$ cat src/rtl/frame_commit_controller_pkg.sv
// Shared types and defaults for the thermostat frame commit controller.
// Field defaults describe the only frame layout the decoder accepts today.
package frame_commit_controller_pkg;

    localparam int unsigned COUNT_W = 8;
    localparam int unsigned WD_W    = 20;

    localparam logic [31:0]     DEF_EXP_PREAMBLE = 32'hAAAA_AAAA;
    localparam logic [15:0]     DEF_EXP_TYPE_1   = 16'h0000;
    localparam logic [15:0]     DEF_EXP_TYPE_2   = 16'h0000;
    localparam logic [31:0]     DEF_EXP_CONSTANT = 32'h0000_0000;
    localparam logic [WD_W-1:0] DEF_TIMEOUT      = 20'd100000;

    typedef enum logic [2:0] {
        ST_IDLE    = 3'd0,
        ST_RECEIVE = 3'd1,
        ST_CHECK   = 3'd2,
        ST_COMMIT  = 3'd3,
        ST_REJECT  = 3'd4,
        ST_FLUSH   = 3'd5
    } fsm_t;

endpackage

$ cat src/rtl/frame_commit_controller_saturating_counter.sv
// Up-counter that sticks at all-ones instead of wrapping.
module saturating_counter #(
    parameter int unsigned WIDTH = 8
) (
    input  logic             clock,
    input  logic             reset,
    input  logic             inc,
    output logic [WIDTH-1:0] count
);

    always_ff @(posedge clock) begin
        if (reset) begin
            count <= '0;
        end else if (inc && (count != '1)) begin
            count <= count + 1'b1;
        end
    end

endmodule

$ cat src/rtl/frame_commit_controller.sv
// Arms the thermostat frame decoder, validates the fixed fields of each completed
// frame and commits good payloads to held output registers.
module frame_commit_controller
    import frame_commit_controller_pkg::*;
#(
    parameter logic [31:0]     EXP_PREAMBLE = DEF_EXP_PREAMBLE,
    parameter logic [15:0]     EXP_TYPE_1   = DEF_EXP_TYPE_1,
    parameter logic [15:0]     EXP_TYPE_2   = DEF_EXP_TYPE_2,
    parameter logic [31:0]     EXP_CONSTANT = DEF_EXP_CONSTANT,
    parameter logic [WD_W-1:0] TIMEOUT      = DEF_TIMEOUT
) (
    input  logic               clock,
    input  logic               reset,
    input  logic               transmission_begin,
    input  logic               bit_strobe,
    input  logic               full,
    input  logic [31:0]        preamble,
    input  logic [15:0]        type_1,
    input  logic [15:0]        type_2,
    input  logic [31:0]        constant,
    input  logic [31:0]        thermostat_id,
    input  logic [15:0]        room_temp,
    input  logic [15:0]        set_temp,
    input  logic [7:0]         state,
    output logic               decoder_flush,
    output logic               frame_valid,
    output logic               have_frame,
    output logic               rx_busy,
    output logic [31:0]        id_q,
    output logic [15:0]        room_q,
    output logic [15:0]        set_q,
    output logic [7:0]         state_q,
    output logic [COUNT_W-1:0] good_count,
    output logic [COUNT_W-1:0] bad_count
);

    fsm_t            fsm;
    logic [WD_W-1:0] watchdog;
    logic            full_d;

    // Compare stage: fields frozen on the frame-complete edge.
    logic [31:0] cap_preamble;
    logic [15:0] cap_type_1;
    logic [15:0] cap_type_2;
    logic [31:0] cap_constant;
    logic [31:0] cap_id;
    logic [15:0] cap_room;
    logic [15:0] cap_set;
    logic [7:0]  cap_state;

    logic full_edge;
    logic timeout_hit;
    logic fields_ok;
    logic good_inc;
    logic bad_inc;

    assign full_edge = full && !full_d;

    // Restart and a fresh frame both outrank the watchdog expiring.
    assign timeout_hit = (fsm == ST_RECEIVE) && !transmission_begin && !full_edge &&
                         !bit_strobe && (watchdog == TIMEOUT - 20'd1);

    assign fields_ok = (cap_preamble == EXP_PREAMBLE) && (cap_type_1 == EXP_TYPE_1) &&
                       (cap_type_2 == EXP_TYPE_2) && (cap_constant == EXP_CONSTANT);

    assign good_inc = (fsm == ST_COMMIT);
    assign bad_inc  = (fsm == ST_REJECT) || timeout_hit;

    always_ff @(posedge clock) begin
        if (reset) begin
            fsm           <= ST_IDLE;
            watchdog      <= '0;
            full_d        <= 1'b0;
            decoder_flush <= 1'b0;
            frame_valid   <= 1'b0;
            have_frame    <= 1'b0;
            rx_busy       <= 1'b0;
            id_q          <= '0;
            room_q        <= '0;
            set_q         <= '0;
            state_q       <= '0;
            cap_preamble  <= '0;
            cap_type_1    <= '0;
            cap_type_2    <= '0;
            cap_constant  <= '0;
            cap_id        <= '0;
            cap_room      <= '0;
            cap_set       <= '0;
            cap_state     <= '0;
        end else begin
            full_d        <= full;
            frame_valid   <= 1'b0;
            decoder_flush <= 1'b0;
            case (fsm)
                ST_IDLE: begin
                    if (transmission_begin) begin
                        fsm      <= ST_RECEIVE;
                        watchdog <= '0;
                        rx_busy  <= 1'b1;
                    end
                end
                ST_RECEIVE: begin
                    if (transmission_begin) begin
                        watchdog <= '0;
                    end else if (full_edge) begin
                        fsm          <= ST_CHECK;
                        watchdog     <= '0;
                        cap_preamble <= preamble;
                        cap_type_1   <= type_1;
                        cap_type_2   <= type_2;
                        cap_constant <= constant;
                        cap_id       <= thermostat_id;
                        cap_room     <= room_temp;
                        cap_set      <= set_temp;
                        cap_state    <= state;
                    end else if (bit_strobe) begin
                        watchdog <= '0;
                    end else if (timeout_hit) begin
                        fsm      <= ST_FLUSH;
                        watchdog <= '0;
                        rx_busy  <= 1'b0;
                    end else begin
                        watchdog <= watchdog + 1'b1;
                    end
                end
                ST_CHECK: begin
                    fsm     <= fields_ok ? ST_COMMIT : ST_REJECT;
                    rx_busy <= 1'b0;
                end
                ST_COMMIT: begin
                    id_q        <= cap_id;
                    room_q      <= cap_room;
                    set_q       <= cap_set;
                    state_q     <= cap_state;
                    frame_valid <= 1'b1;
                    have_frame  <= 1'b1;
                    fsm         <= ST_FLUSH;
                end
                ST_REJECT: begin
                    fsm <= ST_FLUSH;
                end
                ST_FLUSH: begin
                    decoder_flush <= 1'b1;
                    fsm           <= ST_IDLE;
                end
                default: begin
                    fsm     <= ST_IDLE;
                    rx_busy <= 1'b0;
                end
            endcase
        end
    end

    saturating_counter #(.WIDTH(COUNT_W)) u_good_count (
        .clock (clock),
        .reset (reset),
        .inc   (good_inc),
        .count (good_count)
    );

    saturating_counter #(.WIDTH(COUNT_W)) u_bad_count (
        .clock (clock),
        .reset (reset),
        .inc   (bad_inc),
        .count (bad_count)
    );

endmodule
$ cat config.mk
export PLATFORM = sky130hd
export DESIGN_NAME = frame_commit_controller
export DESIGN_NICKNAME = d
export VERILOG_FILES = /design/src/rtl/frame_commit_controller_pkg.sv /design/src/rtl/frame_commit_controller_saturating_counter.sv /design/src/rtl/frame_commit_controller.sv
export SDC_FILE = /design/constraint.sdc
export NUM_CORES = 1
export LEC_CHECK = 0
export CORE_MARGIN = 2
export CORE_UTILIZATION = 32
export DETAILED_ROUTE_END_ITERATION = 6
export MAX_ROUTING_LAYER = met4
export PLACE_DENSITY_LB_ADDON = 0.05
export SYNTH_ARGS = -nofsm -noshare
export SYNTH_HDL_FRONTEND = slang
export SYNTH_HIERARCHICAL = 1
export SYNTH_SLANG_ARGS = --single-unit
$ cat constraint.sdc
create_clock -name clock -period 2.47 [get_ports clock]
set_clock_uncertainty 0.2 [all_clocks]
set_input_delay 0.494 -clock clock [delete_from_list [all_inputs] [get_ports clock]]
set_output_delay 0.494 -clock clock [all_outputs]
set_load 0.05 [all_outputs]
Yosys cells after proc, flatten, opt, wreduce, memory -nomap -nowiden
Index checks and enable logic that the tools add are counted.
- add/subtract/negate cells: 3
- equality and inequality tests: 16
- muxes and demuxes: 21
- bitwise logic cells: 2
- reductions and logical operators: 26
- operator list (operator ; count):
    20-bit 2-to-1 mux ; 5
    20-bit case mux with 2 select lines ; 1
    32-bit == test (second input constant) ; 1
    16-bit zero test ; 2
    32-bit zero test ; 1
    20-bit by 1-bit adder with 20-bit output (second input constant) ; 1
    20-bit by 17-bit == test with 1-bit output (second input constant) ; 1
    3-bit 2-to-1 mux ; 6
    8-bit by 1-bit adder with 8-bit output (second input constant) ; 2
    8-bit != test (second input constant) ; 2
    3-bit case mux with 4 select lines ; 1
    1-bit logical AND ; 10
    2-bit != test (second input constant) ; 5
    1-bit 2-to-1 mux ; 7
    3-bit by 2-bit == test with 1-bit output (second input constant) ; 2
    3-bit == test (second input constant) ; 2
    3-bit != test (second input constant) ; 2
    6-bit AND reduction ; 1
    1-bit zero test ; 4
    4-bit AND reduction ; 1
    3-bit by 1-bit == test with 1-bit output (second input constant) ; 1
    3-bit zero test ; 1
    1-bit case mux with 3 select lines ; 1
    3-bit AND reduction ; 1
    other kinds (6) ; 7
- flip-flop bits (word level): 284
- input bits: 173
- output and inout bits: 92
- word-level logic and storage cells: 89

Longest topological paths before layout
Gate-level depths: netlist of run 1.
- depth in word-level cells: 11
- mapped depth: 9
- gate-level depth less buffers: 7

Hierarchy
The synthesis of run 1 kept the hierarchy.
- by module, submodules not included (module ; times used ; cells an instance ; area an instance (µm²) ; seq. area each (µm²)):
    frame_commit_controller ; 1 ; 1244 ; 9790.6 ; 5365.1
    saturating_counter ; 2 ; 46 ; 430.4 ; 160.2

Worst setup path after synthesis of run 1
OpenSTA, ideal clock, no wires.
- path kind: input to register
- start: input port transmission_begin
- end: register u_bad_count.count[3]
- setup time: 0.069 ns
- arrival time: 2.055 ns
- required time: 2.201 ns
- setup slack: 0.146 ns
- cell stages on the path: 7
- path buffers: 1
- path through: clkbuf_1 -> nor2_1 -> nand3_1 -> o31ai_1 -> nand4_1 -> or3_2 -> o21ai_1
- longest elaborated chain between the ends: 7
- RTL lines (element ; RTL line ; RTL):
    from (decl) ; frame_commit_controller.sv:14 ; input logic transmission_begin,
    1-bit zero test ; frame_commit_controller.sv:60 ; assign timeout_hit = (fsm == ST_RECEIVE) && !transmission_begin && !full_edge &&
    1-bit logical AND (3 in series) ; frame_commit_controller.sv:60 ;
    1-bit logical AND ; frame_commit_controller.sv:61 ; !bit_strobe && (watchdog == TIMEOUT - 20'd1);
    1-bit logical OR ; frame_commit_controller.sv:67 ; assign bad_inc = (fsm == ST_REJECT) || timeout_hit;
    net bad_inc ; frame_commit_controller.sv:55 ; logic bad_inc;
    1-bit logical AND ; frame_commit_controller_saturating_counter.sv:14 ; end else if (inc && (count != '1)) begin
    to (signal assigned) ; frame_commit_controller_saturating_counter.sv:15 ; count <= count + 1'b1;
    to (decl) ; frame_commit_controller_saturating_counter.sv:8 ; output logic [WIDTH-1:0] count
The timed path passes the listed nets, and every way through them passes these cells.
A chain may end at the register's enable or synchronous reset.

Worst setup path in the final report of run 1
- start: register id_q[14]
- end: output port id_q[14]
- RTL lines (element ; RTL line ; RTL):
    from (decl) ; frame_commit_controller.sv:29 ; output logic [31:0] id_q,
    from (signal assigned) ; frame_commit_controller.sv:131 ; id_q <= cap_id;
No word-level cell between the ends.

==> results of run 1 <==
[repair_timing]
action	CTS	global route
gates resized for setup	24	4
buffers inserted	0	0
endpoints found under the setup margin	24	4
hold endpoints to repair	0	0
pin swaps	0	1
[flip-flops by register name, summed over array words and instances (netlist names)]
name                flops
cap_constant           32
cap_id                 32
cap_preamble           32
id_q                   32
watchdog               20
cap_room               16
cap_set                16
cap_type_1             16
cap_type_2             16
room_q                 16
set_q                  16
cap_state               8
state_q                 8
u_bad_count/count       8
u_good_count/count      8
fsm                     3
decoder_flush           1
frame_valid             1
full_d                  1
have_frame              1
rx_busy                 1
[worst min path at each step]
| stage | start | end | cells after the start |
|---|---|---|---|
| CTS | reset | have_frame | 2 |
| global placement | cap_room[13] | room_q[13] | 2 |
| detailed placement | cap_id[8] | id_q[8] | 2 |
| global route | reset | have_frame | 2 |
| finish | reset | frame_valid | 2 |
| floorplan | cap_constant[13] | cap_constant[13] | 2 |
[cells by family after synthesis]
logic type / count (synthesis) / synth area share [%]
multiplexers: 5 / 0.5639
XOR/XNOR: 14 / 1.151
buffers and inverters: 95 / 3.959
AND/OR/NAND/NOR: 639 / 25.69
AO/OA/AOI/OAI: 296 / 14.91
adder cells (fa/ha/maj): 3 / 0.3524
flip-flops: 284 / 53.38
[cells in the mapped netlist, drive strengths merged (9+ instances only)]
| library cell | count |
|---|---|
| nor4 | 16 |
| nor3 | 10 |
| and3 | 9 |
| o21ai | 9 |
| xor2 | 11 |
| nand2 | 505 |
| nand3 | 10 |
| clkbuf | 55 |
| nor2 | 32 |
| dfxtp | 284 |
| a21oi | 257 |
| buf | 34 |
| nand4 | 16 |
[report_power, final]
group | internal (mW) | switching [mW]
registers | 4.76 | 0.0904
logic | 0.607 | 0.676
clock network | 2.65 | 1.84
[cells in the final DEF, fill, tap and decap left out, drive strengths merged, types with 11 or more instances in the layout]
cell type | netlist | final
clkdlybuf4s50 | 0 | 236
nor2 | 32 | 32
dlygate4sd2 | 0 | 24
nand2 | 505 | 505
clkbuf | 55 | 45
nor4 | 16 | 16
a21oi | 257 | 257
xor2 | 11 | 11
buf | 34 | 41
nand4 | 16 | 16
dfxtp | 284 | 284
[cell type report]
cell class	count	area [µm²]	share of cell area, %
repair buffers	305	3107	20.81
clock inverters	11	111.4	0.7461
clock buffers	44	874.6	5.860
inverters	6	22.52	0.1509
diodes	5	12.51	0.08383
flip-flops and latches	284	5685	38.09
multi-input cells	957	4559	30.55
well taps	442	553.0	3.705
[metal layers]
metal	part of all wire [%]	vias up	global-route usage, %
li1	-	4940	-
met1	48	4321	22.53
met2	45	201	27.05
met3	5.4	41	3.818
met4	1.8	0	4.123
met5	0	-	-
==> impl_metrics.toml, run 1 <==
[run_status]
outcome = "finished clean"

[timing]
layout_setup_ws_ns = 0.03957
rsz0062_at_grt = "no"
hold_ws_ns = 0.1993
finalCritPeriodShare_pct = 98.40
final_max_slew_viol_count = 0
setup_viol = 0
fin_tns_setup_ns = 0
hold_violations = 0
tightest_slew_ns = 0.6148
slew_headroom_pct = 59.17
fin_crit_ns = 2.430
fmax_mhz = 411.5

[setup_path]
r2r_cells = 7
criticalPathCategory = "flop to primary output"
slowest_delay_ns = 0.85
crit_required_ns = 1.78
path_delay_family = "buffers and inverters"
worst_r2r_startpoint = "watchdog[4]"
crit_fanout = 2
r2r_slack_ns = 0.17
crit_cells = 1
startpoint_type = "flop"
worstSetupStartpoint = "id_q[14]"
crit_chain = "clkdlybuf4s50_1"
critical_path_arrival_ns = 1.74
crit_path_top_delay_cell = "clkdlybuf4s50_1"
rr_endpoint = "u_bad_count/count[3]"
crit_path_end = "id_q[14]"
critPathCaptureType = "primary output"
cp.buffers_inverters = 1

[synth]
yosys_register_bits = 284
syn_inst = 1336
synth_cell_types = 56
syn_area_per_cell_um2 = 7.973
ys_warn_count = 6
async_flop_share_pct = 0
ys_seq_area_share_pct = 53.38
syn_area_um2 = 10650
yosysTopAreaCell = "dfxtp_1"
yosysTopAreaCellShare_pct = 53.38
synth_ff_type = "dfxtp_1"
yosys-top-cells-area = "dfxtp_1, nand2_1, a21oi_1"
synth_fp_nets = 1512
synth-edff-count = 0

[detailed_routing]
routedWlPerCell_um = 14.61
drc = 0
first_iter_violations = 391
postRouteAntennaNets = 0
drtPass1Iterations = 4
wl_um = 30000
vias = 9503
avgViaCountPerCell = 4.627

[global_routing]
grt_pass1_wl_um = 48240
track_usage_pct = 17.21
grt_pass1_vias = 9046
grt_max_degree = 75
overflow = 0
antenna_found_initial = 5

[finish]
stdcell_area_um2 = 14930
drive_gt1_share_pct = 6.721
syn2layout_area_growth_pct = 40.13
final_util_pct = 45.76
nets = 1761
fill_cells = 3317
stdcell_count = 2054

[cts]
ctsHtreeMaxLevel = 1
clkTransAtPathRegs_ns = 0.06
clockBufferDepth = 3
cts_inserted_buffers = 31
clock-sinks = 284
root_buffer = "clkbuf_16"
cts_tree = "built"
clk_latency_ns = 0.56
ctsHoldBuffers = 0

[floorplan]
initial_utilization_pct = 32.65
core_area_um2 = 32620
ioPinCount = 265
chipHeight_um = 186.4
rows = 66
die_area_um2 = 34760
fp.dieW_um = 186.4

[power_and_ir_drop]
ir_drop_uv = 523.5
power_mw = 10.63
power_density_nw_per_um2 = 711.9
power_leakage_nw = 5.166

[placed_design]
port_buffers = 264
dp_slack_ns = -0.06970
place_inst = 1994
dpl_cell_area_um2 = 13940
dp.final_hpwl_um = 19980
place_congestion = 0.7730

[hold_path]
hp-class = "input pin to flop"

[run]
cap_viol_max_count = 0
Power figures use the tool's default switching activity.
==> run 2: changes to the inputs <==
--- a/config.mk
+++ b/config.mk
@@ -5,6 +5,7 @@
 export SDC_FILE = /design/constraint.sdc
 export NUM_CORES = 1
 export LEC_CHECK = 0
+export CORE_ASPECT_RATIO = 0.5
 export CORE_MARGIN = 2
 export CORE_UTILIZATION = 32
 export DETAILED_ROUTE_END_ITERATION = 6
==> impl_metrics.toml, run 2 (same netlist as run 1, synthesis figures left out) <==
[global_routing]
met1_usage_pct = 21.76
grt_max_degree = 83
track_usage_pct = 17.52
overflow = 0
grt_pass1_wl_um = 48320
grt_use_met3_pct = 3.046
antenna_found_initial = 0
grt-busiest-layer = "met2"
met2_usage_pct = 29.99
grt_pass1_vias = 9317

[floorplan]
ioPinCount = 265
chipHeight_um = 133.0
core_area_um2 = 32930
die_area_um2 = 34850
fp.dieW_um = 262.0
rows = 47
initial_utilization_pct = 32.34

[detailed_routing]
avgViaCountPerCell = 4.721
first_iter_violations = 450
postRouteAntennaNets = 0
vias = 9641
drc = 0
drtPass1Iterations = 5
routedWlPerCell_um = 14.76
wl_um = 30150

[hold_path]
worstHoldPathCells = 2
min_from = "reset"
whs_endpoint = "have_frame"
hp-class = "input pin to flop"

[timing]
fmax_mhz = 415.5
hold_violations = 0
final_max_slew_viol_count = 0
slew_headroom_pct = 60.79
rsz0062_at_grt = "no"
finalCritPeriodShare_pct = 97.43
fin_crit_ns = 2.407
tightest_slew_ns = 0.5871
hold_ws_ns = 0.1478
fin_tns_setup_ns = 0
setup_viol = 0

[placed_design]
port_buffers = 264
dp.final_hpwl_um = 20500
place_congestion = 0.7810
place_inst = 1994
dpl_cell_area_um2 = 13930

[setup_path]
crit_fanout = 2
crit_required_ns = 1.78
critical_path_arrival_ns = 1.71
crit_path_top_delay_cell = "clkdlybuf4s50_1"
path_delay_family = "buffers and inverters"
r2r_slack_ns = 0.14
r2r_cells = 8
critPathCaptureType = "primary output"
cp.buffers_inverters = 1
crit_chain = "clkdlybuf4s50_1"
worst_r2r_startpoint = "watchdog[0]"
rr_endpoint = "u_bad_count/count[3]"
criticalPathCategory = "flop to primary output"
startpoint_type = "flop"
slowest_delay_ns = 0.84

[power_and_ir_drop]
power_density_nw_per_um2 = 681.2
intPower_mw = 7.521
ir_drop_uv = 422.4
p_switching_mw = 2.521
clkPwrFrac_pct = 39.1
pwr-share-comb_pct = 12.6
sw_frac_of_total_pct = 25.10
power_leakage_nw = 5.127
seqPwrFrac_pct = 48.3

[finish]
final_cell_mix = "nand2_1, dfxtp_1, a21oi_1"
stdcell_count = 2042
syn2layout_area_growth_pct = 38.39
drive_gt1_share_pct = 6.309
n_antenna_cell = 0
final_common_cell = "nand2_1"
nets = 1758
stdcell_area_um2 = 14740

[cts]
root_buffer = "clkbuf_16"
clock-sinks = 284
clockBufferDepth = 3
clk_latency_ns = 0.54
cts_setup_buffers = 0
clkTransAtPathRegs_ns = 0.06
ctsHoldBuffers = 0
ctsHtreeMaxLevel = 1
cts_tree = "built"
cts_inserted_buffers = 27

[run]
cap_viol_max_count = 0

[run_status]
outcome = "finished clean"
-- run 2: cell type report --
| class | count | area (µm²) |
|---|---|---|
| tap | 441 | 551.8 |
| fill | 3282 | 18190 |
| clock buffer | 40 | 774.5 |
| timing repair buffer | 306 | 3108 |
| inverter | 6 | 22.52 |
| multi-input combinational | 957 | 4554 |
| sequential | 284 | 5685 |
| clock inverter | 8 | 43.79 |
-- run 2: repair_timing --
item,4_1_cts,5_1_grt
endpoints found under the setup margin,17,9
pin swaps,0,1
resized for setup,17,7
-- run 2: worst max-delay path by stage --
stage	start	to	slack, ns	cells past startpoint
2_1_floorplan	transmission_begin	u_bad_count/count[3]	0.15	7
3_3_place_gp	transmission_begin	u_bad_count/count[3]	-0.20	8
3_5_place_dp	transmission_begin	u_bad_count/count[3]	-0.21	8
4_1_cts	id_q[20]	id_q[20]	0.001	1
5_1_grt	watchdog[0]	u_bad_count/count[3]	0.003	8
6_report	id_q[21]	id_q[21]	0.06	1
-- run 2: power groups by stage --
stage	registers [mW]	logic (mW)	clock network, mW
after floorplan	4.96	0.647	0
after global placement	4.94	1.28	0
after detailed placement	4.95	1.29	0
after CTS	4.85	1.29	4.08
after global routing	4.87	1.41	4.26
final	4.85	1.27	3.92
-- run 2: routing by layer --
metal,vias up,share of wire [%]
li1,4927,-
met1,4531,46
met2,148,49
met3,35,3.8
met4,0,1.6
met5,-,0
-- run 2: stage by stage --
| stage | setup WS [ns] | utilization, % | power (mW) |
|---|---|---|---|
| 2_1_floorplan | 0.1463 | - | 5.610 |
| 3_3_place_gp | -0.1973 | 42.29 | 6.219 |
| 3_5_place_dp | -0.2136 | 42.29 | 6.237 |
| 4_1_cts | 0.001119 | 44.71 | 10.22 |
| 5_1_grt | 0.003481 | 44.76 | 10.54 |
| 6_report | 0.06336 | 44.76 | 10.04 |
==> RTL change 1 (settings of run 1) <==
Make the reset (`reset`) asynchronous in 2 clocked blocks.
--- a/src/rtl/frame_commit_controller_saturating_counter.sv
+++ b/src/rtl/frame_commit_controller_saturating_counter.sv
@@ -9,5 +9,5 @@
 );
 
-    always_ff @(posedge clock) begin
+    always_ff @(posedge clock or posedge reset) begin
         if (reset) begin
             count <= '0;
--- a/src/rtl/frame_commit_controller.sv
+++ b/src/rtl/frame_commit_controller.sv
@@ -67,5 +67,5 @@
     assign bad_inc  = (fsm == ST_REJECT) || timeout_hit;
 
-    always_ff @(posedge clock) begin
+    always_ff @(posedge clock or posedge reset) begin
         if (reset) begin
             fsm           <= ST_IDLE;
Function: differs if reset is asserted again (counterexample within 4 cycles, from zero or initial values and one cycle with reset high); with reset held inactive, the same outputs for 4 cycles.
==> RTL change 1 against run 1 <==
The flow now finishes with violations (setup timing). Final area rose by 9.8%. Area after synthesis rose by 8.8%. First-iteration DRC count fell by 46%. Global-route usage fell by 2.4 points. Routed wire length fell by 9.5%. Non-clock buffer count rose by 23. Sequential cell count did not move. Setup slack got worse by 0.14 ns. Fmax fell by 5.4%.
Power is not compared: it rests on default switching activity, and its combinational part moved more than twofold at a synthesized area within 25%.
==> RTL change 1: results (changes against run 1) <==
** Critical path
- Setup slack, reg-to-reg :: -0.1 ns (-0.27 ns)
- The maximum net fanout on the critical path came to 5 (+3).
- The worst endpoint data arrival time came to 2.74 ns (+1.00 ns).
- Category of the critical setup timing path :: register to register
- The number of cell instances on the worst register-to-register path was 8 (+1).
- Last element of the critical path :: u_bad_count/count[3]

** Global route
- The initial antenna violation count is 6 (+1).
- Pin count of the biggest net entering global routing :: 50 (-33%)
- Wire length of the first global-routing pass :: 43600 µm (-9.7%)
- Overall routing resource usage :: 14.8% (-2.4 points)
- The number of global-route vias before repair came to 7816 (-14%).

** Clock tree
- The TritonCTS buffer count came to 35 (+13%).
- CTS placed an instance of sky130_fd_sc_hd__clkbuf_16 at the clock tree root.
- Insertion delay to the later sink of the worst-skew pair :: 0.51 ns (-0.05 ns)
- The deepest level of the CTS H-tree is 2 (+1).

** Finish
- The net count reported at finish came to 1280 (-27%).
- Share of layout cells above drive strength 1 :: 34.2% (+27 points)

** STA
- Fin worst setup slack :: -0.0986 ns (-0.138 ns)
- The worst hold slack after final layout is 0.214 ns (+0.0142 ns).
- The transition time at the pin with the least slew margin is 0.561 ns (-0.0534 ns).
- The total of endpoints with negative setup slack in the final report was 5 (+5).
- Setup TNS after final layout :: -0.260 ns (-0.260 ns)

** Outcome
- The run finished, with violations left.
- Violated checks :: setup timing

** Yosys
- The post-synthesis average cell area is 15.0 µm² (+88%).
- Top post-synthesis cells by count :: 284 x sky130_fd_sc_hd__dfrtp_1, 229 x sky130_fd_sc_hd__mux2_2, 31 x sky130_fd_sc_hd__nor2_1, 21 x sky130_fd_sc_hd__xnor2_1
- The synthesized net count was 950 (-37%).
- Sequential element share of the synthesized area :: 61.4% (+8.0 points)
- Primary flip-flop cell chosen by synthesis mapping :: sky130_fd_sc_hd__dfrtp_1
- By area the synthesized netlist is led by sky130_fd_sc_hd__dfrtp_1 61%, sky130_fd_sc_hd__mux2_2 22%, sky130_fd_sc_hd__buf_6 1.9%, sky130_fd_sc_hd__xnor2_1 1.6%, sky130_fd_sc_hd__mux2_4 1.3%.
- Distinct cells, synth :: 58 (+3.6%)

** Routing
- Violation count after the first detailed-route iteration :: 210 (-46%)
- The mean routed wirelength per cell was 17.0 µm (+17%).
- The via-per-instance ratio is 4.62 (-0.12%).
- The total vias in the final route came to 7361 (-23%).

** Placed design
- Setup WS pre-CTS :: -0.492 ns (-0.422 ns)
- Placed Area :: 15100 µm² (+8.4%)
- Placed cell count :: 1521 (-24%)
- Half-perimeter wire length after placement :: 19100 µm (-4.2%)
- The placer's final routability congestion estimate came to 0.718 (-7.1%).

** Min path
- In this run the worst hold path is classified as primary input to async pin.

** Power
- Switching fraction of total power :: around 34%
[RTL change 1: routing by layer]
layer,part of all wire [%],global-route usage (%),vias up
met5,0,-,-
met4,2.2,4.32,0
met3,6.9,4.66,42
met2,47,22.9,167
met1,44,18.7,3694
li1,-,-,3458
[RTL change 1: layout make-up]
| type | instances | area (µm²) |
|---|---|---|
| fillers | 3257 | 19200 |
| flip-flops and latches | 284 | 7110 |
| multi-input cells | 446 | 4230 |
| repair buffers | 328 | 3270 |
| clock buffers | 51 | 1030 |
| well taps | 461 | 577 |
| clock inverters | 8 | 123 |
| inverters | 9 | 37.5 |
| diodes | 6 | 15.0 |
[RTL change 1: worst max-delay path, cell delays in order (launching register included)]
cell and delay (ns):
sky130_fd_sc_hd__dfrtp_1 0.39, sky130_fd_sc_hd__nor4_2 0.28, sky130_fd_sc_hd__nand3_1 0.13, sky130_fd_sc_hd__or4_4 0.43
sky130_fd_sc_hd__or2_4 0.26, sky130_fd_sc_hd__a21oi_4 0.16, sky130_fd_sc_hd__buf_6 0.14, sky130_fd_sc_hd__nand4_1 0.13
sky130_fd_sc_hd__mux2_4 0.32
[RTL change 1: timing repair]
action                     4_1_cts  5_1_grt
buffers inserted                 4        4
setup endpoints to repair       18       15
resized for setup               21        9
hold buffers                     0        0
pin swaps                        8       13
[RTL change 1: logic make-up (layout without fill, tap and decap cells)]
| kind of cell | count (synthesis) | after routing | synth area share [%] |
|---|---|---|---|
| flops | 284 | 284 | 61.4 |
| simple gates | 142 | 142 | 7.46 |
| mux | 247 | 247 | 24.3 |
| other cells | 0 | 6 | 0 |
| buf+inv | 44 | 396 | 2.85 |
| fa+ha+maj | 3 | 3 | 0.324 |
| xor+xnor | 23 | 23 | 1.74 |
| compound gates | 31 | 31 | 1.93 |
==> RTL change 2 (flow settings as in run 1) <==
Without the edit above. `WD_W`: 20 -> 22.
--- a/src/rtl/frame_commit_controller_pkg.sv
+++ b/src/rtl/frame_commit_controller_pkg.sv
@@ -4,5 +4,5 @@
 
     localparam int unsigned COUNT_W = 8;
-    localparam int unsigned WD_W    = 20;
+    localparam int unsigned WD_W    = 22;
 
     localparam logic [31:0]     DEF_EXP_PREAMBLE = 32'hAAAA_AAAA;
Function: same outputs for any inputs over 4 cycles, from zero or initial values and one cycle with reset high; that may be too few to reach the edited logic, so the function may still have changed.
==> RTL change 2 against run 1 <==
Setup slack better by 0.031 ns. Sequential share of layout area down 1.2 points. Die area up 1.6%. Synthesized cell count up 2.8%. Worst hold slack better by 0.042 ns. Sequential cell count up 2. Power up 6.6%. Routed wire length up 6.9%. Final area up 3.9%. Area after synthesis up 1.7%. Core utilization up 0.63 points. Clock power up 16%. Critical endpoint is now room_q[15]. Largest cell class unchanged. Largest power group is now clock.
==> RTL change 2: results (changes against run 1) <==
** Yosys
- Yosys attributes the largest share of cell area to sky130_fd_sc_hd__dfxtp_1 53%, sky130_fd_sc_hd__nand2_1 18%, sky130_fd_sc_hd__a21oi_1 12%, sky130_fd_sc_hd__clkbuf_1 2.0%, sky130_fd_sc_hd__o21ai_0 1.1%.
- Synth Net Count :: 1549 (+2.4%)
- Distinct cells, synth :: 59 (+5.4%)

** Global route
- The global-route wire length before repair came to 50700 µm (+5.2%).
- The initial antenna violation count is 2 (-3).
- The number of global-route vias before repair was 9409 (+4.0%).
- Overall routing resource usage :: 18.2% (+1.0 points)

** Clock tree
- The later-pin clock latency in the skew report was 0.50 ns (-0.06 ns).
- CTS H-tree lvls :: 2 (+1)
- The TritonCTS buffer count was 34 (+9.7%).

** Min path
- Worst hold path class :: register to register

** Power
- The maximum VDD drop was 357 µV (-32%).
- Switching fraction of total power :: 23.4% (-1.2 points)
- The part of the power in the clock network is 46.1% (+3.8 points).

** STA
- Hold slack final :: 0.242 ns (+0.0423 ns)
- The transition time at the pin with the least slew margin was 0.909 ns (+0.294 ns).

** Routing
- The mean routed wirelength per cell was 15.2 µm (+3.8%).
- DR vias :: 10000 (+5.7%)
- The detailed router's first-iteration violation count is 462 (+18%).

** Critical path
- Critical path data arrival time :: 1.71 ns (-0.03 ns)

** Placed design
- RD Place Congestion :: 0.784 (+1.4%)
- The half-perimeter wire length after detailed placement is 21600 µm (+8.3%).

** Finish
- Share of layout cells above drive strength 1 :: 9.85% (+3.1 points)
- Net count reported at finish :: 1817 (+3.2%)

** Outcome
- The run finished with clean final reports.
[RTL change 2: changes by cell type after synthesis, moves of 3 or more]
cell,change
sky130_fd_sc_hd__o21ai_0,+18
sky130_fd_sc_hd__xor2_1,-10
sky130_fd_sc_hd__a31oi_1,+8
sky130_fd_sc_hd__nand2_1,+8
sky130_fd_sc_hd__buf_1,+7
sky130_fd_sc_hd__a21oi_1,+6
sky130_fd_sc_hd__buf_2,-5
sky130_fd_sc_hd__nor2_1,-5
sky130_fd_sc_hd__and3_1,-4
sky130_fd_sc_hd__and4_1,-4
sky130_fd_sc_hd__nand3_1,+3
sky130_fd_sc_hd__nor4_2,+3
sky130_fd_sc_hd__or3_1,+3
[RTL change 2: repair_timing]
item                       in CTS  in global routing
cloned                          0                  0
buffers inserted                0                  2
pin swaps                       5                 17
setup endpoints to repair      14                 13
gates resized for setup        15                 14
[RTL change 2: through the flow]
stage               setup slack [ns]  instance area [µm²]  total power [µW]  instances
floorplan                   0.000723                10800              5600       1373
global placement              -0.277                14200              6200       2051
detailed placement            -0.265                14200              6210       2051
CTS                         -0.00196                15400             11500       2111
global route                 -0.0301                15500             11900       2115
finish                        0.0706                15500             11300       2115
[RTL change 2: metal layers]
layer  part of all wire (%)  GRT usage [%]
met3                    5.2           3.61
met2                     44           27.6
met1                     49           25.0
met4                    1.8           4.42
met5                      0              -
[RTL change 2: cell families (layout without fill, tap and decap cells)]
group | count (synthesis) | after routing | synth area share (%)
compound gates | 331 | 331 | 16.5
buf+inv | 100 | 392 | 3.92
other cells | 0 | 2 | 0
flops | 286 | 286 | 52.9
mux | 4 | 4 | 0.462
fa+ha+maj | 3 | 3 | 0.347
xor+xnor | 2 | 2 | 0.162
simple gates | 647 | 647 | 25.8
[RTL change 2: final timing paths]
kind              depth (start not counted)  startpoint                   end
setup / recovery                          1  room_q[15]            room_q[15]
setup reg to reg                          6      fsm[0]  u_bad_count/count[3]
hold reg to reg                           2   cap_id[4]               id_q[4]
hold / removal                            2   cap_id[4]               id_q[4]
[RTL change 2: worst min-delay path: stages (launching register included)]
cell                      delay, ns
sky130_fd_sc_hd__dfxtp_1       0.31
sky130_fd_sc_hd__nand2_1       0.05
sky130_fd_sc_hd__a21oi_1       0.05
[RTL change 2: cell type report]
class                           count  share of cell area, %
Antenna cell                        2                 0.0323
Clock buffer                       50                   6.67
Inverter                            7                  0.169
Tap cell                          448                   3.61
Multi-Input combinational cell    987                   30.9
Clock inverter                     10                  0.984
Timing Repair Buffer              325                   20.7
Sequential cell                   286                   36.9
[RTL change 2: power by group through the flow]
stage	combinational (µW)	sequential [µW]	clock [µW]
floorplan	624	4970	0
global placement	1240	4960	0
detailed placement	1250	4970	0
CTS	1250	4870	5400
global route	1370	4890	5590
finish	1240	4870	5220
